File: src/rtl/pico_out_regs_pkg.sv
// Shared definitions for the PicoBlaze output-port register block and the
// matching input-side read multiplexer: port addresses, register indices,
// burst FSM encoding and the RTC burst word payload.
package pico_out_regs_pkg;

  localparam int unsigned DATA_W   = 8;
  localparam int unsigned PORT_W   = 8;
  localparam int unsigned IDX_W    = 4;
  localparam int unsigned NUM_REGS = 9;

  // Output port addresses, one per time/date register
  localparam logic [PORT_W-1:0] PORT_SEG   = 8'h01;
  localparam logic [PORT_W-1:0] PORT_MIN   = 8'h02;
  localparam logic [PORT_W-1:0] PORT_HORA  = 8'h03;
  localparam logic [PORT_W-1:0] PORT_CSEG  = 8'h04;
  localparam logic [PORT_W-1:0] PORT_CMIN  = 8'h05;
  localparam logic [PORT_W-1:0] PORT_CHORA = 8'h06;
  localparam logic [PORT_W-1:0] PORT_DIA   = 8'h07;
  localparam logic [PORT_W-1:0] PORT_MES   = 8'h08;
  localparam logic [PORT_W-1:0] PORT_ANO   = 8'h09;

  localparam logic [PORT_W-1:0] CMD_PORT_DEFAULT = 8'h0B;

  // Register indices as seen by the RTC writer (1-based, 0 means none)
  localparam logic [IDX_W-1:0] IDX_NONE  = 4'd0;
  localparam logic [IDX_W-1:0] IDX_SEG   = 4'd1;
  localparam logic [IDX_W-1:0] IDX_MIN   = 4'd2;
  localparam logic [IDX_W-1:0] IDX_HORA  = 4'd3;
  localparam logic [IDX_W-1:0] IDX_CSEG  = 4'd4;
  localparam logic [IDX_W-1:0] IDX_CMIN  = 4'd5;
  localparam logic [IDX_W-1:0] IDX_CHORA = 4'd6;
  localparam logic [IDX_W-1:0] IDX_DIA   = 4'd7;
  localparam logic [IDX_W-1:0] IDX_MES   = 4'd8;
  localparam logic [IDX_W-1:0] IDX_ANO   = 4'd9;

  localparam logic [IDX_W-1:0] IDX_FIRST = IDX_SEG;
  localparam logic [IDX_W-1:0] IDX_LAST  = IDX_ANO;

  typedef enum logic [1:0] {
    ST_IDLE = 2'd0,
    ST_SEND = 2'd1,
    ST_DONE = 2'd2
  } state_t;

  // One word of the commit burst toward the RTC writer
  typedef struct packed {
    logic [IDX_W-1:0]  addr;
    logic [DATA_W-1:0] data;
  } rtc_word_t;

  // Map a port address to its register index; IDX_NONE for non-data ports
  function automatic logic [IDX_W-1:0] port_to_idx(input logic [PORT_W-1:0] port);
    logic [IDX_W-1:0] idx;
    idx = IDX_NONE;
    case (port)
      PORT_SEG:   idx = IDX_SEG;
      PORT_MIN:   idx = IDX_MIN;
      PORT_HORA:  idx = IDX_HORA;
      PORT_CSEG:  idx = IDX_CSEG;
      PORT_CMIN:  idx = IDX_CMIN;
      PORT_CHORA: idx = IDX_CHORA;
      PORT_DIA:   idx = IDX_DIA;
      PORT_MES:   idx = IDX_MES;
      PORT_ANO:   idx = IDX_ANO;
      default:    idx = IDX_NONE;
    endcase
    return idx;
  endfunction

endpackage

File: src/rtl/pico_bcd_check.sv
// Combinational BCD validity check of a data byte (both nibbles 0..9).
// Only present when PICO_OUT_BCD_CHECK_EN is defined.
// Ports:
//   data      in  8  byte to check
//   bcd_ok_c  out 1  high when both nibbles are decimal digits
`ifdef PICO_OUT_BCD_CHECK_EN
module pico_bcd_check
  import pico_out_regs_pkg::*;
(
  input  logic [DATA_W-1:0] data,
  output logic              bcd_ok_c
);

  assign bcd_ok_c = (data[7:4] <= 4'd9) && (data[3:0] <= 4'd9);

endmodule
`endif

File: src/rtl/pico_out_regs.sv
// PicoBlaze output-port register bank with an RTC commit burst.
// Writes to ports 0x01..0x09 load the live time/date registers. A write to
// CMD_PORT while idle snapshots all nine registers and streams them to the
// RTC writer as nine valid/ready words (index 1..9), followed by a
// one-cycle done pulse. A command while busy is dropped and flags err.
// Optional macro PICO_OUT_BCD_CHECK_EN: reject non-BCD data writes and
// flag err.
// Ports:
//   clk, rst_n                     clock, async active-low reset
//   write_strobe, port_id, out_port  PicoBlaze output bus
//   seg..ano                       live register values (ports 0x01..0x09)
//   rtc_valid/addr/data, rtc_ready burst handshake toward the RTC writer
//   busy, done, err                burst status, done pulse, sticky error
module pico_out_regs
  import pico_out_regs_pkg::*;
#(
  parameter logic [PORT_W-1:0] CMD_PORT = CMD_PORT_DEFAULT
) (
  input  logic              clk,
  input  logic              rst_n,
  input  logic              write_strobe,
  input  logic [PORT_W-1:0] port_id,
  input  logic [DATA_W-1:0] out_port,
  output logic [DATA_W-1:0] seg,
  output logic [DATA_W-1:0] min,
  output logic [DATA_W-1:0] hora,
  output logic [DATA_W-1:0] cseg,
  output logic [DATA_W-1:0] cmin,
  output logic [DATA_W-1:0] chora,
  output logic [DATA_W-1:0] dia,
  output logic [DATA_W-1:0] mes,
  output logic [DATA_W-1:0] ano,
  output logic              rtc_valid,
  output logic [IDX_W-1:0]  rtc_addr,
  output logic [DATA_W-1:0] rtc_data,
  input  logic              rtc_ready,
  output logic              busy,
  output logic              done,
  output logic              err
);

  logic [DATA_W-1:0] live_q [1:NUM_REGS];
  logic [DATA_W-1:0] snap_q [1:NUM_REGS];

  state_t    state_q, state_d;
  rtc_word_t word_q,  word_d;
  logic      valid_q, valid_d;
  logic      busy_q,  busy_d;
  logic      done_q,  done_d;
  logic      err_q,   err_d;

  logic [IDX_W-1:0] wr_idx;
  logic [IDX_W-1:0] nxt_idx;
  logic             data_wr;
  logic             cmd_wr;
  logic             take_snap;
  logic             hs;
  logic             bcd_ok_c;

  // Write decode: port_id selects exactly one of data write or command
  assign wr_idx    = port_to_idx(port_id);
  assign data_wr   = write_strobe && (wr_idx != IDX_NONE);
  assign cmd_wr    = write_strobe && (port_id == CMD_PORT);
  assign take_snap = cmd_wr && (state_q == ST_IDLE);
  assign hs        = valid_q && rtc_ready;
  assign nxt_idx   = word_q.addr + IDX_W'(1);

`ifdef PICO_OUT_BCD_CHECK_EN
  pico_bcd_check u_bcd_check (
    .data     (out_port),
    .bcd_ok_c (bcd_ok_c)
  );
`else
  assign bcd_ok_c = 1'b1;
`endif

  // Live registers: updated in any state
  always_ff @(posedge clk or negedge rst_n) begin
    if (!rst_n) begin
      for (int unsigned i = 1; i <= NUM_REGS; i++) begin
        live_q[i] <= '0;
      end
    end else if (data_wr && bcd_ok_c) begin
      live_q[wr_idx] <= out_port;
    end
  end

  // Snapshot bank: frozen copy sent by the burst
  always_ff @(posedge clk or negedge rst_n) begin
    if (!rst_n) begin
      for (int unsigned i = 1; i <= NUM_REGS; i++) begin
        snap_q[i] <= '0;
      end
    end else if (take_snap) begin
      snap_q <= live_q;
    end
  end

  // FSM state and registered burst outputs
  always_ff @(posedge clk or negedge rst_n) begin
    if (!rst_n) begin
      state_q <= ST_IDLE;
      word_q  <= '0;
      valid_q <= 1'b0;
      busy_q  <= 1'b0;
      done_q  <= 1'b0;
      err_q   <= 1'b0;
    end else begin
      state_q <= state_d;
      word_q  <= word_d;
      valid_q <= valid_d;
      busy_q  <= busy_d;
      done_q  <= done_d;
      err_q   <= err_d;
    end
  end

  // Next-state and next-output logic
  always_comb begin
    state_d = state_q;
    word_d  = word_q;
    valid_d = valid_q;
    busy_d  = busy_q;
    done_d  = 1'b0;
    err_d   = err_q;

    case (state_q)
      ST_IDLE: begin
        if (cmd_wr) begin
          // Live value of index 1 equals the snapshot taken on this edge
          state_d = ST_SEND;
          word_d  = '{addr: IDX_FIRST, data: live_q[IDX_FIRST]};
          valid_d = 1'b1;
          busy_d  = 1'b1;
          err_d   = 1'b0;
        end
      end
      ST_SEND: begin
        if (cmd_wr) begin
          err_d = 1'b1;
        end
        if (hs) begin
          if (word_q.addr == IDX_LAST) begin
            state_d = ST_DONE;
            word_d  = '0;
            valid_d = 1'b0;
            done_d  = 1'b1;
          end else begin
            word_d = '{addr: nxt_idx, data: snap_q[nxt_idx]};
          end
        end
      end
      ST_DONE: begin
        if (cmd_wr) begin
          err_d = 1'b1;
        end
        state_d = ST_IDLE;
        busy_d  = 1'b0;
      end
      default: begin
        state_d = ST_IDLE;
        word_d  = '0;
        valid_d = 1'b0;
        busy_d  = 1'b0;
      end
    endcase

    // Rejected non-BCD data write (never true without the check)
    if (data_wr && !bcd_ok_c) begin
      err_d = 1'b1;
    end
  end

  assign seg   = live_q[IDX_SEG];
  assign min   = live_q[IDX_MIN];
  assign hora  = live_q[IDX_HORA];
  assign cseg  = live_q[IDX_CSEG];
  assign cmin  = live_q[IDX_CMIN];
  assign chora = live_q[IDX_CHORA];
  assign dia   = live_q[IDX_DIA];
  assign mes   = live_q[IDX_MES];
  assign ano   = live_q[IDX_ANO];

  assign rtc_valid = valid_q;
  assign rtc_addr  = word_q.addr;
  assign rtc_data  = word_q.data;
  assign busy      = busy_q;
  assign done      = done_q;
  assign err       = err_q;

endmodule

File: config.mk
export PLATFORM = sky130hd
export DESIGN_NAME = pico_out_regs
export DESIGN_NICKNAME = d
export VERILOG_FILES = /design/src/rtl/pico_out_regs_pkg.sv /design/src/rtl/pico_bcd_check.sv /design/src/rtl/pico_out_regs.sv
export SDC_FILE = /design/constraint.sdc
export NUM_CORES = 1
export LEC_CHECK = 0
export CORE_UTILIZATION = 45
export CTS_BUF_LIST = sky130_fd_sc_hd__clkbuf_16
export CTS_CLUSTER_DIAMETER = 150
export DETAILED_ROUTE_END_ITERATION = 8
export PLACE_DENSITY_LB_ADDON = 0.1
export SYNTH_ARGS = -nofsm -noshare
export SYNTH_HDL_FRONTEND = slang
export SYNTH_SLANG_ARGS = --single-unit
File: constraint.sdc
create_clock -name clk -period 3.5 [get_ports clk]
set_input_delay 0.35 -clock clk [delete_from_list [all_inputs] [get_ports clk]]
set_output_delay 0.35 -clock clk [all_outputs]
set_load 0.05 [all_outputs]
==> out/qor.json, run 1 <==
{
  "place": {
    "post-place-ws_ns": 0.513,
    "io_buffer_count": 107,
    "globalplace.congestion": 0.775,
    "dpl.hpwl_microns": 12000,
    "place_inst": 800
  },
  "sta": {
    "finalCritPeriodShare": 0.812,
    "rel_slew_slack": 0.329,
    "hold_viol": 4,
    "rsz_0062_raised_after_global_routing": "no",
    "fmax_mhz": 352,
    "fin_hold_ws_ns": -0.0107,
    "final_period_minus_worst_setup_slack_ns": 2.84,
    "fin_tns_setup_ns": 0,
    "worst_slack_ns": 0.656,
    "timing.final.max_slew_violations": 0,
    "finalSetupViolCount": 0,
    "worst_pin_slew_ns": 0.999,
    "clock_skew_ns": 0.00794
  },
  "critical_path": {
    "critical_path.endpoint": "rtc_data[4]$_DFFE_PN0P_",
    "critPathLaunch": "rtc_addr[1]$_DFFE_PN0P_",
    "timing.critical_path.arrival_ns": 3.10,
    "regToRegEndpoint": "rtc_data[4]$_DFFE_PN0P_",
    "regToRegSetupSlack_ns": 0.66,
    "crit_path_class": "flip-flop to flip-flop",
    "critPathCaptureType": "flip-flop",
    "timing.rr.start": "rtc_addr[1]$_DFFE_PN0P_",
    "worst-endpoint-required_ns": 3.76,
    "crit_path_start_kind": "flip-flop",
    "rr_worst_depth": 7,
    "maximum_fanout_along_the_worst_path": 31
  },
  "status": {
    "failing_checks": "negative hold slack",
    "status": "finished, violations left"
  },
  "cells_and_area": {
    "max_flop_register": "snap_q",
    "finish.net_count": 634,
    "final_cells": 831,
    "nFillCells": 1243,
    "area_growth_syn_to_layout_pct": 26.1,
    "diodes_inserted": 0,
    "largest_reg_flops": 72,
    "drive_gt1_frac": 0.376
  },
  "job": {
    "drv.max_cap_violation_count": 0
  },
  "synthesis": {
    "synth.lib_cells_used.distinct": 47,
    "syn-instance-count": 492,
    "average_instance_area_after_synthesis_sq_um": 14.7,
    "synth_top_area_frac": 0.560,
    "yosysWarnings": 0,
    "syn-num-nets": 518,
    "yosysMostFrequentCell": "sky130_fd_sc_hd__mux2_2",
    "synth-seq-cells": 162,
    "syn_area_sq_um": 7230,
    "netlist_top_cells_count": "175 x sky130_fd_sc_hd__mux2_2, 162 x sky130_fd_sc_hd__dfrtp_1, 13 x sky130_fd_sc_hd__a21oi_1, 13 x sky130_fd_sc_hd__clkbuf_1, 10 x sky130_fd_sc_hd__nand3_1",
    "synth_enable_flop_cells": 0,
    "synth.top_cells.by_area": "sky130_fd_sc_hd__dfrtp_1 56%, sky130_fd_sc_hd__mux2_2 27%, sky130_fd_sc_hd__mux4_1 2.2%",
    "post_synthesis_sequential_area_ratio": 0.560,
    "asyncSetResetFlopFracSynth": 1.00,
    "synthFlopType": "sky130_fd_sc_hd__dfrtp_1",
    "synth_area_leader_cell": "sky130_fd_sc_hd__dfrtp_1"
  },
  "clock_network": {
    "clk-insertion-delay-late_ns": 0.43,
    "htree_levels": 4,
    "numClockSinks": 162,
    "cts-resized-gates": 0,
    "cts_made_buffers": 17,
    "cts.clk_slew.worst_paths_ns": 0.06,
    "tritoncts": "built",
    "max-clock-path-buffers": 2,
    "postCtsHoldBufs": 0,
    "clk_root_buffer_cell": "sky130_fd_sc_hd__clkbuf_16",
    "cts.repair_timing.setup_buffer_count": 0
  },
  "power_and_ir_drop": {
    "leakage_nw": 4.32,
    "ir_drop_v": 0.000351,
    "p_per_area_nw_per_um2": 597
  },
  "drt": {
    "detail_route.wl_per_cell_microns": 20.8,
    "number_of_optimization_iterations_in_the_first_detailed_route_pass": 4,
    "routed_via_density": 5.47,
    "drc": 0,
    "postRouteWirelength_microns": 17300,
    "detailroute.via_count": 4549,
    "remaining_antenna_violation_count_after_routing": 0,
    "detailedRoute.firstIterationViolations": 207
  },
  "floorplanning": {
    "number_of_cell_rows": 45,
    "design.core.area_sq_um": 15400,
    "starting_density_of_the_core": 0.469,
    "die_footprint_sq_um": 16600,
    "io_pins": 108,
    "die_height_microns": 129,
    "die_x_microns": 129
  },
  "grt": {
    "grt_overflow_total": 0,
    "first_global_vias": 4582,
    "maximum_number_of_pins_on_one_net_before_global_route_repair": 90,
    "antenna_found_initial": 0,
    "grt_first_pass_wirelength_microns": 27000,
    "global_route.usage.total": 0.225
  },
  "hold_path": {
    "holdCritPathClass": "primary input to asynchronous set/reset pin"
  }
}
where the power goes:
group	total (W)	internal, W	switching [W]
registers	0.00209	0.00199	0.000106
clock network	0.00175	0.00103	0.000722
logic	0.00160	0.000577	0.00103
metrics by stage:
step                       util  total power [W]  area (sq um)  hold slack [ns]
after CTS                 0.591          0.00549          9120           0.0235
after global placement    0.555          0.00370          8570            0.476
after global routing      0.591          0.00569          9120           0.0475
after detailed placement  0.555          0.00373          8570            0.480
after floorplan               -          0.00320          7230           0.0544
final                     0.591          0.00545          9120          -0.0107
routing by layer:
metal  part of all wire  GRT usage
met2               0.48      0.356
met1               0.47      0.307
met4              0.012     0.0734
met5                  0          0
met3              0.041     0.0495
kinds of logic (layout without fill, tap and decap cells):
family                   after synthesis  count (layout)  share of synthesized area
AO/OA/AOI/OAI                         41              41                     0.0419
XOR/XNOR                               2               2                    0.00242
adder cells (fa/ha/maj)                6               6                     0.0104
buffers and inverters                 31             159                     0.0192
flip-flops                           162             162                      0.560
multiplexers                         186             186                      0.305
AND/OR/NAND/NOR                       64              64                     0.0607
cell type report:
type,instances,area (sq um),share of cell area
Sequential cell,162,4050,0.445
Clock buffer,17,425,0.0467
Inverter,6,22.5,0.00247
Timing Repair Buffer,122,1180,0.130
Clock inverter,14,125,0.0137
Tap cell,211,264,0.0290
Multi-Input combinational cell,299,3040,0.334
worst min path at each step:
stage	from	endpoint	slack, ns	depth (start not counted)
detailed placement	rst_n	rtc_addr[3]$_DFFE_PN0P_	0.48	1
floorplan	rst_n	ano[0]$_DFFE_PN0P_	0.05	0
CTS	rst_n	min[5]$_DFFE_PN0P_	0.02	1
finish	rst_n	rtc_addr[3]$_DFFE_PN0P_	-0.01	1
global route	rst_n	rtc_addr[2]$_DFFE_PN0P_	0.05	1
global placement	rst_n	rtc_addr[2]$_DFFE_PN0P_	0.48	1
critical path: stages (launching register included):
cell	delay, ns
sky130_fd_sc_hd__dfrtp_1	0.46
sky130_fd_sc_hd__inv_1	0.07
sky130_fd_sc_hd__ha_1	0.31
sky130_fd_sc_hd__buf_4	0.35
sky130_fd_sc_hd__mux2_2	0.37
sky130_fd_sc_hd__mux4_1	0.53
sky130_fd_sc_hd__a221oi_1	0.44
sky130_fd_sc_hd__a211oi_1	0.14
cells in the final DEF (no fill, tap or decap), types with 7 or more instances in the layout:
cell / Yosys / routed
sky130_fd_sc_hd__a21oi_1: 13 / 13
sky130_fd_sc_hd__dfrtp_1: 162 / 162
sky130_fd_sc_hd__or4_1: 8 / 8
sky130_fd_sc_hd__clkbuf_16: 0 / 17
sky130_fd_sc_hd__a211oi_1: 8 / 8
sky130_fd_sc_hd__clkdlybuf4s50_1: 0 / 106
sky130_fd_sc_hd__a221oi_1: 7 / 7
sky130_fd_sc_hd__nor2b_1: 8 / 8
sky130_fd_sc_hd__buf_4: 1 / 15
sky130_fd_sc_hd__mux2_2: 175 / 175
sky130_fd_sc_hd__inv_1: 6 / 8
sky130_fd_sc_hd__nand3_1: 10 / 10
Power figures use the tool's default switching activity.
==> run 2: changes to the inputs <==
clock period = 2.9 ns   (was 3.5 ns; I/O delays follow)
==> out/qor.json, run 2 (synthesis gave the netlist of run 1 again) <==
{
  "cells_and_area": {
    "max_flop_register": {"value": "snap_q", "change": "unchanged"},
    "finish.net_count": {"value": 645, "change": "was 634"},
    "mostFrequentLayoutCell": {"value": "sky130_fd_sc_hd__mux2_2", "change": "unchanged"},
    "drive_gt1_frac": {"value": 0.378, "change": "was 0.376"},
    "area_growth_syn_to_layout": {"value": 27.2, "unit": "%", "change": "was 26.1%"},
    "diodes_inserted": {"value": 0, "change": "unchanged"},
    "most_used_cells_in_the_layout_excluding_fill_and_tap_cells": {"value": "175 x sky130_fd_sc_hd__mux2_2, 161 x sky130_fd_sc_hd__dfrtp_1, 106 x sky130_fd_sc_hd__clkdlybuf4s50_1", "change": "was 175 x sky130_fd_sc_hd__mux2_2, 162 x sky130_fd_sc_hd__dfrtp_1, 106 x sky130_fd_sc_hd__clkdlybuf4s50_1"},
    "largest_reg_flops": {"value": 72, "change": "unchanged"}
  },
  "hold_path": {
    "holdCritPathClass": {"value": "primary input to asynchronous set/reset pin", "change": "unchanged"}
  },
  "sta": {
    "rel_slew_slack": {"value": 0.408, "change": "was 0.329"},
    "hold_viol": {"value": 0, "change": "was 4"},
    "clock_skew": {"value": 0.00542, "unit": "ns", "change": "was 0.00794 ns"},
    "timing.final.max_slew_violations": {"value": 0, "change": "unchanged"},
    "fmax": {"value": 378, "unit": "MHz", "change": "was 352 MHz"},
    "fin_tns_setup": {"value": 0, "unit": "ns", "change": "unchanged"},
    "finalCritPeriodShare": {"value": 0.912, "change": "was 0.812"},
    "worst_pin_slew": {"value": 0.889, "unit": "ns", "change": "was 0.999 ns"},
    "finalSetupViolCount": {"value": 0, "change": "unchanged"},
    "final_period_minus_worst_setup_slack": {"value": 2.64, "unit": "ns", "change": "was 2.84 ns"},
    "rsz_0062_raised_after_global_routing": {"value": "no", "change": "unchanged"}
  },
  "drt": {
    "number_of_optimization_iterations_in_the_first_detailed_route_pass": {"value": 4, "change": "unchanged"},
    "postRouteWirelength": {"value": 17200, "unit": "microns", "change": "was 17300 microns"},
    "remaining_antenna_violation_count_after_routing": {"value": 0, "change": "unchanged"},
    "detail_route.wl_per_cell": {"value": 20.5, "unit": "microns", "change": "was 20.8 microns"},
    "routed_via_density": {"value": 5.50, "change": "was 5.47"},
    "drc": {"value": 0, "change": "unchanged"},
    "detailedRoute.firstIterationViolations": {"value": 217, "change": "was 207"},
    "detailroute.via_count": {"value": 4623, "change": "was 4549"}
  },
  "clock_network": {
    "cts.repair_timing.setup_buffer_count": {"value": 0, "change": "unchanged"},
    "htree_levels": {"value": 4, "change": "unchanged"},
    "max-clock-path-buffers": {"value": 2, "change": "unchanged"},
    "postCtsHoldBufs": {"value": 1, "change": "was 0"},
    "numClockSinks": {"value": 162, "change": "unchanged"},
    "clk_root_buffer_cell": {"value": "sky130_fd_sc_hd__clkbuf_16", "change": "unchanged"},
    "tritoncts": {"value": "built", "change": "unchanged"},
    "cts_made_buffers": {"value": 17, "change": "unchanged"},
    "cts-resized-gates": {"value": 0, "change": "unchanged"},
    "cts.clk_slew.worst_paths": {"value": 0.06, "unit": "ns", "change": "about the same"},
    "clk-insertion-delay-late": {"value": 0.42, "unit": "ns", "change": "was 0.43 ns"}
  },
  "floorplanning": {
    "die_height": {"value": 129, "unit": "microns", "change": "unchanged"},
    "number_of_cell_rows": {"value": 45, "change": "unchanged"},
    "io_pins": {"value": 108, "change": "unchanged"},
    "starting_density_of_the_core": {"value": 0.469, "change": "unchanged"},
    "die_footprint": {"value": 16600, "unit": "sq um", "change": "unchanged"},
    "design.core.area": {"value": 15400, "unit": "sq um", "change": "unchanged"},
    "die_x": {"value": 129, "unit": "microns", "change": "unchanged"}
  },
  "job": {
    "drv.max_cap_violation_count": {"value": 0, "change": "unchanged"}
  },
  "critical_path": {
    "critPathCaptureType": {"value": "flip-flop", "change": "unchanged"},
    "crit_path_start_kind": {"value": "flip-flop", "change": "unchanged"},
    "worst-endpoint-required": {"value": 3.18, "unit": "ns", "change": "was 3.76 ns"},
    "timing.critical_path.arrival": {"value": 2.93, "unit": "ns", "change": "was 3.10 ns"},
    "maximum_fanout_along_the_worst_path": {"value": 33, "change": "was 31"},
    "crit_path_class": {"value": "flip-flop to flip-flop", "change": "unchanged"}
  },
  "grt": {
    "global_route.usage.total": {"value": 0.225, "change": "about the same"},
    "grt_overflow_total": {"value": 0, "change": "unchanged"},
    "grt_first_pass_wirelength": {"value": 27400, "unit": "microns", "change": "was 27000 microns"},
    "first_global_vias": {"value": 4819, "change": "was 4582"},
    "maximum_number_of_pins_on_one_net_before_global_route_repair": {"value": 89, "change": "was 90"},
    "antenna_found_initial": {"value": 0, "change": "unchanged"}
  },
  "power_and_ir_drop": {
    "ir_drop": {"value": 0.000434, "unit": "V", "change": "was 0.000351 V"},
    "leakage": {"value": 4.37, "unit": "nW", "change": "was 4.32 nW"},
    "p_per_area": {"value": 709, "unit": "nW/um^2", "change": "was 597 nW/um^2"},
    "power": {"value": 0.00652, "unit": "W", "change": "was 0.00545 W"}
  },
  "place": {
    "dpl.hpwl": {"value": 11700, "unit": "microns", "change": "was 12000 microns"},
    "globalplace.congestion": {"value": 0.822, "change": "was 0.775"},
    "io_buffer_count": {"value": 107, "change": "unchanged"}
  },
  "status": {
    "status": {"value": "completed", "change": "was finished, violations left"}
  }
}
[run 2: metal layers]
metal  vias to the layer above  share of wire  GRT usage
li1                       2085              -          -
met1                      2400           0.47      0.314
met2                       115           0.47      0.351
met3                        23          0.045     0.0441
met4                         0          0.016     0.0782
met5                         -              0          0
[run 2: where the power goes]
group | switching [W] | total, W | internal, W
clock | 0.000839 | 0.00198 | 0.00114
sequential | 0.000127 | 0.00253 | 0.00240
combinational | 0.00126 | 0.00202 | 0.000759
total | 0.00223 | 0.00652 | 0.00430
[run 2: final cells by class]
class / count / area, sq um
sequential: 162 / 4060
clock inverter: 13 / 82.6
fill: 1229 / 6230
timing repair buffer: 133 / 1310
inverter: 6 / 22.5
tap: 211 / 264
clock buffer: 17 / 425
multi-input combinational: 299 / 3040
[run 2: worst max-delay path, stage by stage, from the launching register on]
cell and delay (ns):
sky130_fd_sc_hd__dfrtp_2 0.42, sky130_fd_sc_hd__inv_1 0.06, sky130_fd_sc_hd__ha_1 0.32, sky130_fd_sc_hd__buf_12 0.21, sky130_fd_sc_hd__mux2_2 0.35, sky130_fd_sc_hd__mux4_1 0.52, sky130_fd_sc_hd__a221oi_1 0.47, sky130_fd_sc_hd__a211oi_1 0.14
[run 2: worst paths after layout]
kind / start / to / slack [ns] / cells after the start
worst max-delay path: rtc_addr[1]$_DFFE_PN0P_ / rtc_data[4]$_DFFE_PN0P_ / 0.26 / 7
worst min-delay path: rst_n / state_q[0]$_DFFE_PN0P_ / 0.32 / 2
worst max register to register: rtc_addr[1]$_DFFE_PN0P_ / rtc_data[4]$_DFFE_PN0P_ / 0.26 / 7
worst min register to register: snap_q[63]$_DFFE_PN0P_ / snap_q[63]$_DFFE_PN0P_ / 0.50 / 1
max in group asynchronous: rst_n / rtc_addr[1]$_DFFE_PN0P_ / 1.71 / 3
min in group clk: snap_q[63]$_DFFE_PN0P_ / snap_q[63]$_DFFE_PN0P_ / 0.50 / 1
[run 2: metrics by stage]
step / setup slack [ns] / hold slack (ns) / cell area (sq um) / utilization / cells
floorplan: 0.0314 / -0.00559 / 7230 / - / 492
finish: 0.256 / 0.319 / 9200 / 0.596 / 841
detailed placement: 0.161 / 0.195 / 8680 / 0.563 / 810
global placement: 0.202 / 0.192 / 8680 / 0.563 / 810
global route: 0.159 / 0.340 / 9200 / 0.596 / 841
CTS: 0.286 / 0.317 / 9200 / 0.596 / 841
